===== src/rtl/spi_master_shifter.sv =====
// SPI master shift engine, mode 0 (CPOL=0, CPHA=0), MSB first.
// An upstream divider supplies `tick`, one pulse per SCLK half-period.
// A transfer runs IDLE -> SETUP -> SHIFT -> HOLD -> IDLE. Acceptance to the
// done pulse takes exactly 2*DATA_W+2 ticks. Every output comes from a register.
module spi_master_shifter #(
  parameter int DATA_W = 8
) (
  input  logic              clk,
  input  logic              rst,
  input  logic              tick,
  input  logic              start,
  input  logic [DATA_W-1:0] tx_data,
  input  logic              miso,
  output logic              sclk,
  output logic              mosi,
  output logic              cs_n,
  output logic              busy,
  output logic              done,
  output logic [DATA_W-1:0] rx_data
);

  localparam int CNT_W = $clog2(DATA_W + 1);
  localparam logic [CNT_W-1:0] CNT_ZERO = CNT_W'(0);
  localparam logic [CNT_W-1:0] CNT_ONE  = CNT_W'(1);
  localparam logic [CNT_W-1:0] CNT_LAST = CNT_W'(DATA_W);

  typedef enum logic [1:0] {
    IDLE  = 2'd0,
    SETUP = 2'd1,
    SHIFT = 2'd2,
    HOLD  = 2'd3
  } state_t;

  state_t            state_r;
  logic [DATA_W-1:0] tx_sh_r;
  logic [DATA_W-1:0] rx_sh_r;
  logic [CNT_W-1:0]  bit_cnt_r;
  logic [DATA_W-1:0] tx_next_s;
  logic [DATA_W-1:0] rx_next_s;

  // Next values of both shift registers. Written this way so DATA_W=1 also elaborates.
  always_comb begin
    tx_next_s    = tx_sh_r << 1'b1;
    rx_next_s    = rx_sh_r << 1'b1;
    rx_next_s[0] = miso;
  end

  // Transfer FSM. It drives all outputs as registers, and nothing advances without a tick once busy.
  always_ff @(posedge clk) begin
    if (rst) begin
      state_r   <= IDLE;
      sclk      <= 1'b0;
      mosi      <= 1'b0;
      cs_n      <= 1'b1;
      busy      <= 1'b0;
      done      <= 1'b0;
      rx_data   <= {DATA_W{1'b0}};
      tx_sh_r   <= {DATA_W{1'b0}};
      rx_sh_r   <= {DATA_W{1'b0}};
      bit_cnt_r <= CNT_ZERO;
    end else begin
      done <= 1'b0;
      case (state_r)
        IDLE: begin
          // A tick arriving with start does not count. SETUP always waits for a later tick.
          if (start) begin
            tx_sh_r   <= tx_data;
            rx_sh_r   <= {DATA_W{1'b0}};
            bit_cnt_r <= CNT_ZERO;
            mosi      <= tx_data[DATA_W-1];
            cs_n      <= 1'b0;
            busy      <= 1'b1;
            state_r   <= SETUP;
          end else begin
            state_r <= IDLE;
          end
        end
        SETUP: begin
          // The first tick gives one half-period of CS setup. SCLK stays low.
          if (tick) begin
            state_r <= SHIFT;
          end else begin
            state_r <= SETUP;
          end
        end
        SHIFT: begin
          if (tick) begin
            if (!sclk) begin
              // Rising edge: sample the slave.
              sclk      <= 1'b1;
              rx_sh_r   <= rx_next_s;
              bit_cnt_r <= bit_cnt_r + CNT_ONE;
            end else begin
              // Falling edge: present the next bit, or finish after the last bit.
              sclk <= 1'b0;
              if (bit_cnt_r == CNT_LAST) begin
                mosi    <= 1'b0;
                state_r <= HOLD;
              end else begin
                tx_sh_r <= tx_next_s;
                mosi    <= tx_next_s[DATA_W-1];
              end
            end
          end else begin
            state_r <= SHIFT;
          end
        end
        HOLD: begin
          // The final tick releases CS and publishes the received word.
          if (tick) begin
            cs_n    <= 1'b1;
            rx_data <= rx_sh_r;
            done    <= 1'b1;
            busy    <= 1'b0;
            state_r <= IDLE;
          end else begin
            state_r <= HOLD;
          end
        end
        default: begin
          state_r <= IDLE;
          sclk    <= 1'b0;
          mosi    <= 1'b0;
          cs_n    <= 1'b1;
          busy    <= 1'b0;
        end
      endcase
    end
  end

endmodule

===== config.mk =====
export PLATFORM = sky130hd
export DESIGN_NAME = spi_master_shifter
export DESIGN_NICKNAME = d
export VERILOG_FILES = /design/src/rtl/spi_master_shifter.sv
export SDC_FILE = /design/constraint.sdc
export NUM_CORES = 1
export LEC_CHECK = 0
export CAP_MARGIN = 20
export CORE_ASPECT_RATIO = 0.9
export CORE_MARGIN = 2
export CORE_UTILIZATION = 55
export DETAILED_ROUTE_END_ITERATION = 8
export DONT_BUFFER_PORTS = 1
export PLACE_DENSITY = 0.73
export RECOVER_POWER = 100
export SYNTH_ARGS = -nofsm -noshare
export SYNTH_HDL_FRONTEND = slang
export SYNTH_SLANG_ARGS = --single-unit

===== constraint.sdc =====
create_clock -name clk -period 1.4 [get_ports clk]
set_clock_uncertainty 0.05 [all_clocks]
set_input_delay 0.28 -clock clk [delete_from_list [all_inputs] [get_ports clk]]
set_output_delay 0.28 -clock clk [all_outputs]
set_load 0.01 [all_outputs]

* Word-level counts from Yosys, hierarchy flattened
Cells that the tools add are included.
** Storage, ports and cells
- Flip-flop bits (word level) :: 34
- Bits of input ports :: 13
- Output and inout bits :: 13
- Word-level logic and storage cells :: 68
** Cells by class
- Add/sub/neg operators :: 1
- Equal/unequal tests :: 12
- Multiplexer cells :: 33
- Bitwise gates (word level) :: 1
- Reductions and logical operators :: 11
** Operator list (number)
- $mux 7 :: 4
- $mux 8 :: 3
- $pmux 8 s2 :: 1
- $pmux 7 s2 :: 1
- $mux 4 :: 3
- $ne 2x2->1 const B :: 6
- $mux 1 :: 11
- $mux 2 :: 5
- $pmux 2 s4 :: 1
- $pmux 4 s2 :: 1
- $reduce_and 4->1 :: 2
- $ne 3x3->1 const B :: 2
- $pmux 1 s2 :: 3
- $reduce_and 2->1 :: 3
- $reduce_and 5->1 :: 1
- $add 4x1->4 const B :: 1
- $eq 2x2->1 const B :: 2
- $eq 4x4->1 const B :: 1
- $reduce_bool 2->1 :: 2
- $reduce_and 3->1 :: 1
- $eq 2x1->1 const B :: 1
- $logic_not 2->1 :: 1
- $reduce_or 2->1 :: 1
- $not 1->1 :: 1

* Logic depth before layout (Yosys ltp)
Gate-level depths: netlist (run 1).
- Depth after elaboration :: 5
- Mapped depth :: 7
- Depth with buffers taken out :: 6

* Worst setup path before layout (run 1)
Ideal clock, no wire load.
- Path kind :: reg-to-reg
- From :: reg state_r[1]
- To :: reg tx_sh_r[4]
- Setup time :: 0.086 ns
- Arrival time :: 1.379 ns
- Data required time :: 1.264 ns
- Slack :: -0.115 ns
- Cell stages (with the launch flop) :: 7
- Buffers on the path :: 2
- Period minus slack after synthesis :: 1.515 ns
- Path through :: dfxtp_1 -> buf_4 -> nor3b_4 -> a2bb2oi_2 -> buf_6 -> nor2_1 -> a211oi_1
** Between the ends
- Cells in the longest elaborated chain, start to end :: 3
- Elaborated cells on any way between the ends :: 9
- Those cells by class :: 5 x eq/ne; 1 x mux; 3 x reduce/logical
** RTL lines
- start: declaration :: line 34 : state_t state_r;
- start signal: assignment :: line 51 : state_r <= IDLE;
- start signal: assignment :: line 73 : state_r <= SETUP;
- start signal: assignment :: line 75 : state_r <= IDLE;
- $eq 2x2->1 or $logic_not 2->1 (tied branches) :: line 63 : case (state_r)
- $ne 2x2->1 (no line) or $reduce_bool 2->1 (tied branches)
- $reduce_and 5->1 (no line)
- end signal: assignment :: line 58 : tx_sh_r <= {DATA_W{1'b0}};
- end signal: assignment :: line 67 : tx_sh_r <= tx_data;
- end signal: assignment :: line 100 : tx_sh_r <= tx_next_s;
- end: declaration :: line 35 : logic [DATA_W-1:0] tx_sh_r;
Several ways; a longest one is shown, not always the timed one.
A chain may end at the register's enable or synchronous reset.

* Worst setup path after layout (run 1)
- From :: reg bit_cnt_r[0]
- To :: reg tx_sh_r[5]
** Between the ends
- Cells in the longest elaborated chain, start to end :: 3
** RTL lines
- start: declaration :: line 37 : logic [CNT_W-1:0] bit_cnt_r;
- start signal: assignment :: line 92 : bit_cnt_r <= bit_cnt_r + CNT_ONE;
- $eq 4x4->1 :: line 96 : if (bit_cnt_r == CNT_LAST) begin
- $ne 2x2->1 (no line)
- $reduce_and 5->1 (no line)
No other way between the ends.

==> qor.csv, run 1 <==
stage,metric,value,unit
outcome,status,"finished, violations left",
outcome,violations,setup timing,
critical_path,r2r-end,tx_sh_r[5],
sta,relSlewSlack,76.7,%
clock_network,h-tree-depth,2,
run,cap_violations,0,
critical_path,worstPathArrival,1.62,ns
layout,layout-drive-gt1-share,28.9,%
sta,max_freq,0.703,GHz
place,io_buffers,0,
power_and_ir_drop,vdd_drop_max,0.961,mV
yosys,synth.distinct_cells,33,
drt,num_vias,1245,
place,dpl.hpwl,1940,um
sta,worst_pin_slew,0.348,ns
power_and_ir_drop,switching_share,27.2,%
sta,setup_viol,1,
power_and_ir_drop,p_seq_share,55.1,%
power_and_ir_drop,finalPower,1.89,mW
critical_path,crit_chain,inv_2 -> ha_2 -> and3b_2 -> a2bb2oi_4 -> buf_12 -> nor2_2 -> a211oi_2,
drt,first_iter_violations,48,
layout,area_growth,20.4,%
power_and_ir_drop,p_comb_share,14.9,%
clock_network,cts_root_buffer,clkbuf_4,
yosys,synth_nets,181,
layout,fillCellCount,188,
floorplanning,die-area,0.00305,mm^2
power_and_ir_drop,power_density,1090,mW/mm^2
drt,first_pass_iters,4,
power_and_ir_drop,p_clk_share,30.0,%
global_route,antenna_found_initial,0,
critical_path,r2r_slack,-0.02,ns
global_route,gr-total-overflow,0,
drt,drc_errors,0,
floorplanning,std_cell_rows,17,
critical_path,crit_slowest_cell,dfxtp_2,
global_route,first_global_vias,1141,
critical_path,crit_path_max_fanout,7,
clock_network,cts_buffer_depth,2,
worst_hold_path,hp-class,input port to flop,
critical_path,reg2reg_depth,7,
critical_path,cp.required,1.60,ns
sta,rsz0062_at_grt,true,
power_and_ir_drop,power_switching,515,uW
worst_hold_path,holdPathEnd,rx_sh_r[0],
global_route,grt_pass1_wl,5530,um
global_route,grt_max_degree,35,
yosys,synth_seq_area_share,47.2,%
clock_network,clk_pin_slew,0.10,ns
yosys,yosys_register_bits,34,
layout,diodes,0,
drt,ant_nets,0,
yosys,syn_avg_cell_area,8.68,um^2
sta,final_period_minus_worst_setup_slack,1.42,ns
place,gp_congestion,0.784,
yosys,syn_area,0.00144,mm^2
clock_network,cts.sinks,34,
clock_network,cts_tree,done,
critical_path,crit_path_end_kind,flop,
floorplanning,die_width,58.0,um
power_and_ir_drop,leakagePower,0.624,nW
critical_path,critPathMaxStageDelay,0.35,ns
sta,hold_viol,0,
critical_path,r2r_start,bit_cnt_r[0],
sta,setup_ws,-0.0220,ns
drt,routed_wl,3300,um
clock_network,cts_buffers,5,
floorplanning,start_util,58.4,%
yosys,synth_cells,166,
layout,finish.utilization,70.3,%
drt,vias_per_cell,5.99,
critical_path,crit_type,flop to flop,
drt,wl_per_cell,15.8,um
floorplanning,io_pins,26,
critical_path,crit_buf_inv,2,
yosys,ys_warn_count,0,
power_and_ir_drop,p_int,1.38,mW
layout,final_net_count,194,
worst_hold_path,min-delay-start,miso,
sta,slew_viol_final,0,
clock_network,clock_latency,0.34,ns
critical_path,cp_top_family,flip-flops,
floorplanning,core_region_area,0.00247,mm^2
sta,fin_crit_sh,102,%
worst_hold_path,min_path_cells,2,
global_route,globalRouteTotalUtil,24.7,%
floorplanning,die_h,52.6,um
critical_path,startpoint_type,flop,
-- cell families (layout without fill, tap and decap cells) --
logic type                 count (synthesis)  after routing  share of synthesized area (%)
AOI/OAI and AO/OA                         35             35                           14.8
xor gates and xnor gates                   3              3                           1.82
adders and majority gates                  2              2                           1.74
buffers and inverters                     18             32                           5.90
DFF                                       34             34                           47.2
muxes                                      6              6                           4.17
and+or+nand+nor                           68             68                           24.3
-- synthesized netlist by cell type --
cell	number	area (um^2)
or3b_2	1	8.76
o2111ai_1	1	8.76
clkbuf_1	7	26.3
o21bai_1	1	7.51
inv_1	5	18.8
nor2b_1	2	12.5
dfxtp_1	34	681
a221oi_1	1	8.76
and3b_1	2	17.5
a2bb2oi_2	1	15.0
and4b_1	1	10.0
nor2_2	1	6.26
a211oi_1	6	45.0
nor3_1	5	25.0
nand2b_1	1	6.26
ha_1	2	25.0
and3_1	1	6.26
buf_2	2	10.0
o21ai_0	1	5.00
nor3b_4	1	18.8
nand2_1	28	105
xor2_1	3	26.3
buf_6	1	11.3
and4bb_2	1	12.5
clkinv_1	1	3.75
o32ai_1	1	8.76
mux2i_1	6	60.1
nand3_1	1	5.00
nand4bb_1	1	11.3
nor2_1	13	48.8
nand4_1	9	56.3
buf_4	2	15.0
a21oi_1	23	115
-- metrics by stage --
stage	setup slack, ns	cell area, um^2	TNS, ns	cells	hold WS [ns]
after floorplan	-0.0563	1460	-0.169	166	0.382
after global placement	-0.0166	1540	-0.0448	196	0.301
after detailed placement	-0.0980	1540	-0.414	196	0.304
after CTS	0.000143	1720	0	208	0.0532
after global routing	-0.0771	1740	-1.22	208	0.0511
final	-0.0220	1740	-0.0220	208	0.0638
-- power by group through the flow --
stage	clock, mW	combinational, mW	sequential (mW)
4_1_cts	0.582	0.277	1.04
3_5_place_dp	0	0.202	1.06
2_1_floorplan	0	0.170	1.05
6_report	0.568	0.282	1.04
3_3_place_gp	0	0.194	1.06
5_1_grt	0.622	0.310	1.05
-- how the worst max path moves through the flow --
stage	slack, ns	endpoint	depth (start not counted)	startpoint
2_1_floorplan	-0.06	tx_sh_r[4]	6	state_r[1]
3_3_place_gp	-0.02	tx_sh_r[2]	5	state_r[1]
3_5_place_dp	-0.1	tx_sh_r[3]	5	state_r[1]
4_1_cts	0.0001	mosi	7	bit_cnt_r[0]
5_1_grt	-0.08	mosi	7	bit_cnt_r[0]
6_report	-0.02	tx_sh_r[5]	7	bit_cnt_r[0]
-- registers in the layout, summed over array words and instances (netlist names) --
register and cells:
mosi 1, sclk 1, rx_sh_r 8, rx_data 8
busy 1, cs_n 1, state_r 2, done 1
tx_sh_r 7, bit_cnt_r 4
-- cells in the final DEF, fill, tap and decap left out, types with 5 or more instances in the layout --
master	count
nand2_1	28
dfxtp_1	30
nor2_1	11
a21oi_1	22
a211oi_2	6
nand4_1	9
mux2i_1	5
clkbuf_4	5
buf_4	11
-- worst register-to-register path, cell delays in order, from the launching register on --
cell and delay, ns:
dfxtp_2 0.35, inv_2 0.03, ha_2 0.16, and3b_2 0.22
a2bb2oi_4 0.19, buf_12 0.14, nor2_2 0.05, a211oi_2 0.16
-- cell type report --
cell class	instances	area (um^2)	share of cell area, %
multi-input cells	114	762	43.9
flip-flops and latches	34	691	39.8
repair buffers	18	165	9.52
clock buffers	7	55.1	3.17
well taps	28	35.0	2.02
inverters	6	22.5	1.30
clock inverters	1	5.00	0.288
-- what timing repair did --
item / in CTS / in global routing
resized for setup: 19 / 13
buffers inserted: 2 / 1
pin swaps: 7 / 6
setup endpoints to repair: 18 / 16
endpoints found under the hold margin: 34 / 0
hold buffers: 1 / 0
cloned: 1 / 0
-- routing by layer --
metal | global-route usage (%) | vias to the layer above | routed length [um]
li1 | - | 603 | -
met1 | 31.6 | 594 | 1480
met2 | 38.8 | 41 | 1540
met3 | 8.15 | 7 | 205
met4 | 9.30 | 0 | 65
met5 | 0 | - | 0
(Power assumes the default switching activity.)
==> inputs of run 2 (changes only) <==
MAX_ROUTING_LAYER = met4   (was unset)
==> run 2 against run 1 <==
  * The flow still finishes with violations (setup timing)
  * Hold slack better by 0.0029 ns
  * Non-clock buffer count unchanged
  * Maximum frequency about the same
  * Via count grew 0.32%
  * Largest power group unchanged
==> qor.csv, run 2 (synthesis results as in run 1) <==
stage,metric,value,unit,change
floorplanning,die_h,52.6,um,unchanged
global_route,grt_pass1_wl,5550,um,+0.38%
clock_network,cts_root_buffer,clkbuf_4,,
drt,ant_nets,0,,unchanged
clock_network,h-tree-depth,2,,unchanged
layout,multiInputGateArea,762,um^2,unchanged
layout,final_net_count,194,,unchanged
layout,final_common_cell,dfxtp_1,,
floorplanning,die_width,58.0,um,unchanged
sta,hold_viol,0,,unchanged
outcome,status,"finished, violations left",,
clock_network,cts_tree,done,,
sta,final_period_minus_worst_setup_slack,1.42,ns,+0.000264 ns
power_and_ir_drop,leakagePower,0.624,nW,unchanged
floorplanning,start_util,58.4,%,unchanged
worst_hold_path,hp-class,input port to flop,,
sta,relSlewSlack,76.4,%,-0.33 points
drt,first_pass_iters,4,,unchanged
layout,seq_area,691,um^2,unchanged
critical_path,cp.depth,7,,unchanged
floorplanning,io_pins,26,,unchanged
floorplanning,std_cell_rows,17,,unchanged
critical_path,crit_slowest_cell,dfxtp_2,,
place,gp_congestion,0.794,,+1.4%
power_and_ir_drop,switching_share,27.4,%,+0.13 points
sta,fin_setup_tns,-0.0223,ns,-0.000264 ns
sta,max_freq,0.703,GHz,about the same
place,dpl.hpwl,1940,um,unchanged
critical_path,critPathMaxStageDelay,0.35,ns,about the same
global_route,first_global_vias,1145,,+0.35%
clock_network,clk_pin_slew,0.10,ns,about the same
critical_path,startpoint,bit_cnt_r[0],,
critical_path,crit_chain,inv_2 -> ha_2 -> and3b_2 -> a2bb2oi_4 -> buf_12 -> nor2_2 -> a211oi_2,,
drt,routed_wl,3290,um,-0.15%
power_and_ir_drop,power_density,1090,mW/mm^2,+0.18%
critical_path,startpoint_type,flop,,
sta,fin_crit_sh,102,%,about the same
drt,first_iter_violations,38,,-21%
critical_path,r2r_start,bit_cnt_r[0],,
layout,fillCellCount,188,,unchanged
critical_path,crit_buf_inv,2,,unchanged
power_and_ir_drop,p_int,1.38,mW,about the same
run,cap_violations,0,,unchanged
critical_path,worstSetupEndpoint,tx_sh_r[5],,
critical_path,r2r-end,tx_sh_r[5],,
clock_network,clock_latency,0.34,ns,about the same
critical_path,worstPathArrival,1.63,ns,about the same
sta,timing.hold.ws,0.0667,ns,+0.00292 ns
global_route,grt_max_degree,35,,unchanged
sta,rsz0062_at_grt,true,,
power_and_ir_drop,p_clk_share,30.2,%,+0.2 points
power_and_ir_drop,vdd_drop_max,0.967,mV,+0.54%
clock_network,cts.sinks,34,,unchanged
drt,vias_per_cell,6.00,,+0.32%
critical_path,r2r_slack,-0.02,ns,about the same
power_and_ir_drop,p_comb_share,14.8,%,about the same
drt,drc_errors,0,,unchanged
critical_path,crit_type,flop to flop,,
layout,layout-drive-gt1-share,28.9,%,unchanged
outcome,violations,setup timing,,
sta,worst_pin_slew,0.353,ns,+0.00494 ns
power_and_ir_drop,p_seq_share,55.0,%,about the same
clock_network,cts_buffer_depth,2,,unchanged
global_route,globalRouteTotalUtil,25.4,%,+0.71 points
sta,slew_viol_final,0,,unchanged
place,io_buffers,0,,unchanged
clock_network,cts_buffers,5,,unchanged
global_route,antenna_found_initial,0,,unchanged
global_route,gr-total-overflow,0,,unchanged
drt,num_vias,1249,,+0.32%
layout,reg_top3,"rx_data: 8 flops, rx_sh_r: 8 flops, tx_sh_r: 7 flops",,
sta,setup_viol,1,,unchanged
layout,finish.utilization,70.3,%,unchanged
power_and_ir_drop,finalPower,1.89,mW,+0.18%
critical_path,cp_top_family,flip-flops,,
layout,area_growth,20.4,%,unchanged
place,dpl-instance-area,0.00154,mm^2,unchanged
floorplanning,core_region_area,0.00247,mm^2,unchanged
layout,final_area,0.00174,mm^2,unchanged
critical_path,cp.required,1.61,ns,about the same
layout,layout_common_cells,"30 x dfxtp_1, 28 x nand2_1, 22 x a21oi_1",,
drt,wl_per_cell,15.8,um,-0.15%
critical_path,crit_path_max_fanout,7,,unchanged
critical_path,crit_path_end_kind,flop,,
critical_path,reg2reg_depth,7,,unchanged
layout,diodes,0,,unchanged
sta,setup_ws,-0.0223,ns,-0.000264 ns
floorplanning,die-area,0.00305,mm^2,unchanged
power_and_ir_drop,power_switching,518,uW,+0.67%
## run 2: worst min path at each step
| stage | start | end | slack (ns) | cells past startpoint |
|---|---|---|---|---|
| global route | miso | rx_sh_r[0] | 0.05 | 2 |
| floorplan | rx_sh_r[7] | rx_data[7] | 0.38 | 2 |
| global placement | rst | state_r[0] | 0.30 | 1 |
| finish | tick | cs_n | 0.07 | 2 |
| CTS | miso | rx_sh_r[0] | 0.05 | 2 |
| detailed placement | rst | state_r[0] | 0.30 | 1 |
## run 2: layer usage
layer | part of all wire [%] | GRT usage, % | up-vias
met5 | 0 | - | -
met4 | 1.6 | 9.30 | 0
met3 | 5.7 | 8.15 | 5
met2 | 47 | 38.6 | 39
met1 | 46 | 31.9 | 602
li1 | - | - | 603
## run 2: per-stage QoR
stage	std cells	setup WS, ns
6_report	208	-0.0223
5_1_grt	208	-0.0815
4_1_cts	208	0.000143
3_5_place_dp	196	-0.0980
3_3_place_gp	196	-0.0166
2_1_floorplan	166	-0.0563
## run 2: layout make-up
type | count | area share, %
clock inverter | 1 | 0.288
sequential | 34 | 39.8
tap | 28 | 2.02
clock buffer | 7 | 3.17
timing repair buffer | 18 | 9.52
inverter | 6 | 1.30
multi-input combinational | 114 | 43.9
## run 2: power groups by stage
stage                     Combinational (mW)  Sequential [mW]  Clock (mW)
after global placement                 0.194             1.06           0
final                                  0.281             1.04       0.572
after global routing                   0.309             1.05       0.626
after CTS                              0.277             1.04       0.582
after detailed placement               0.202             1.06           0
after floorplan                        0.170             1.05           0
## run 2: timing repair
action | CTS | global route
hold buffers | 1 | 0
endpoints found under the setup margin | 18 | 16
pin swaps | 7 | 6
gates cloned | 1 | 0
hold endpoints to repair | 34 | 0
gates resized for setup | 19 | 13
buffers inserted | 2 | 1
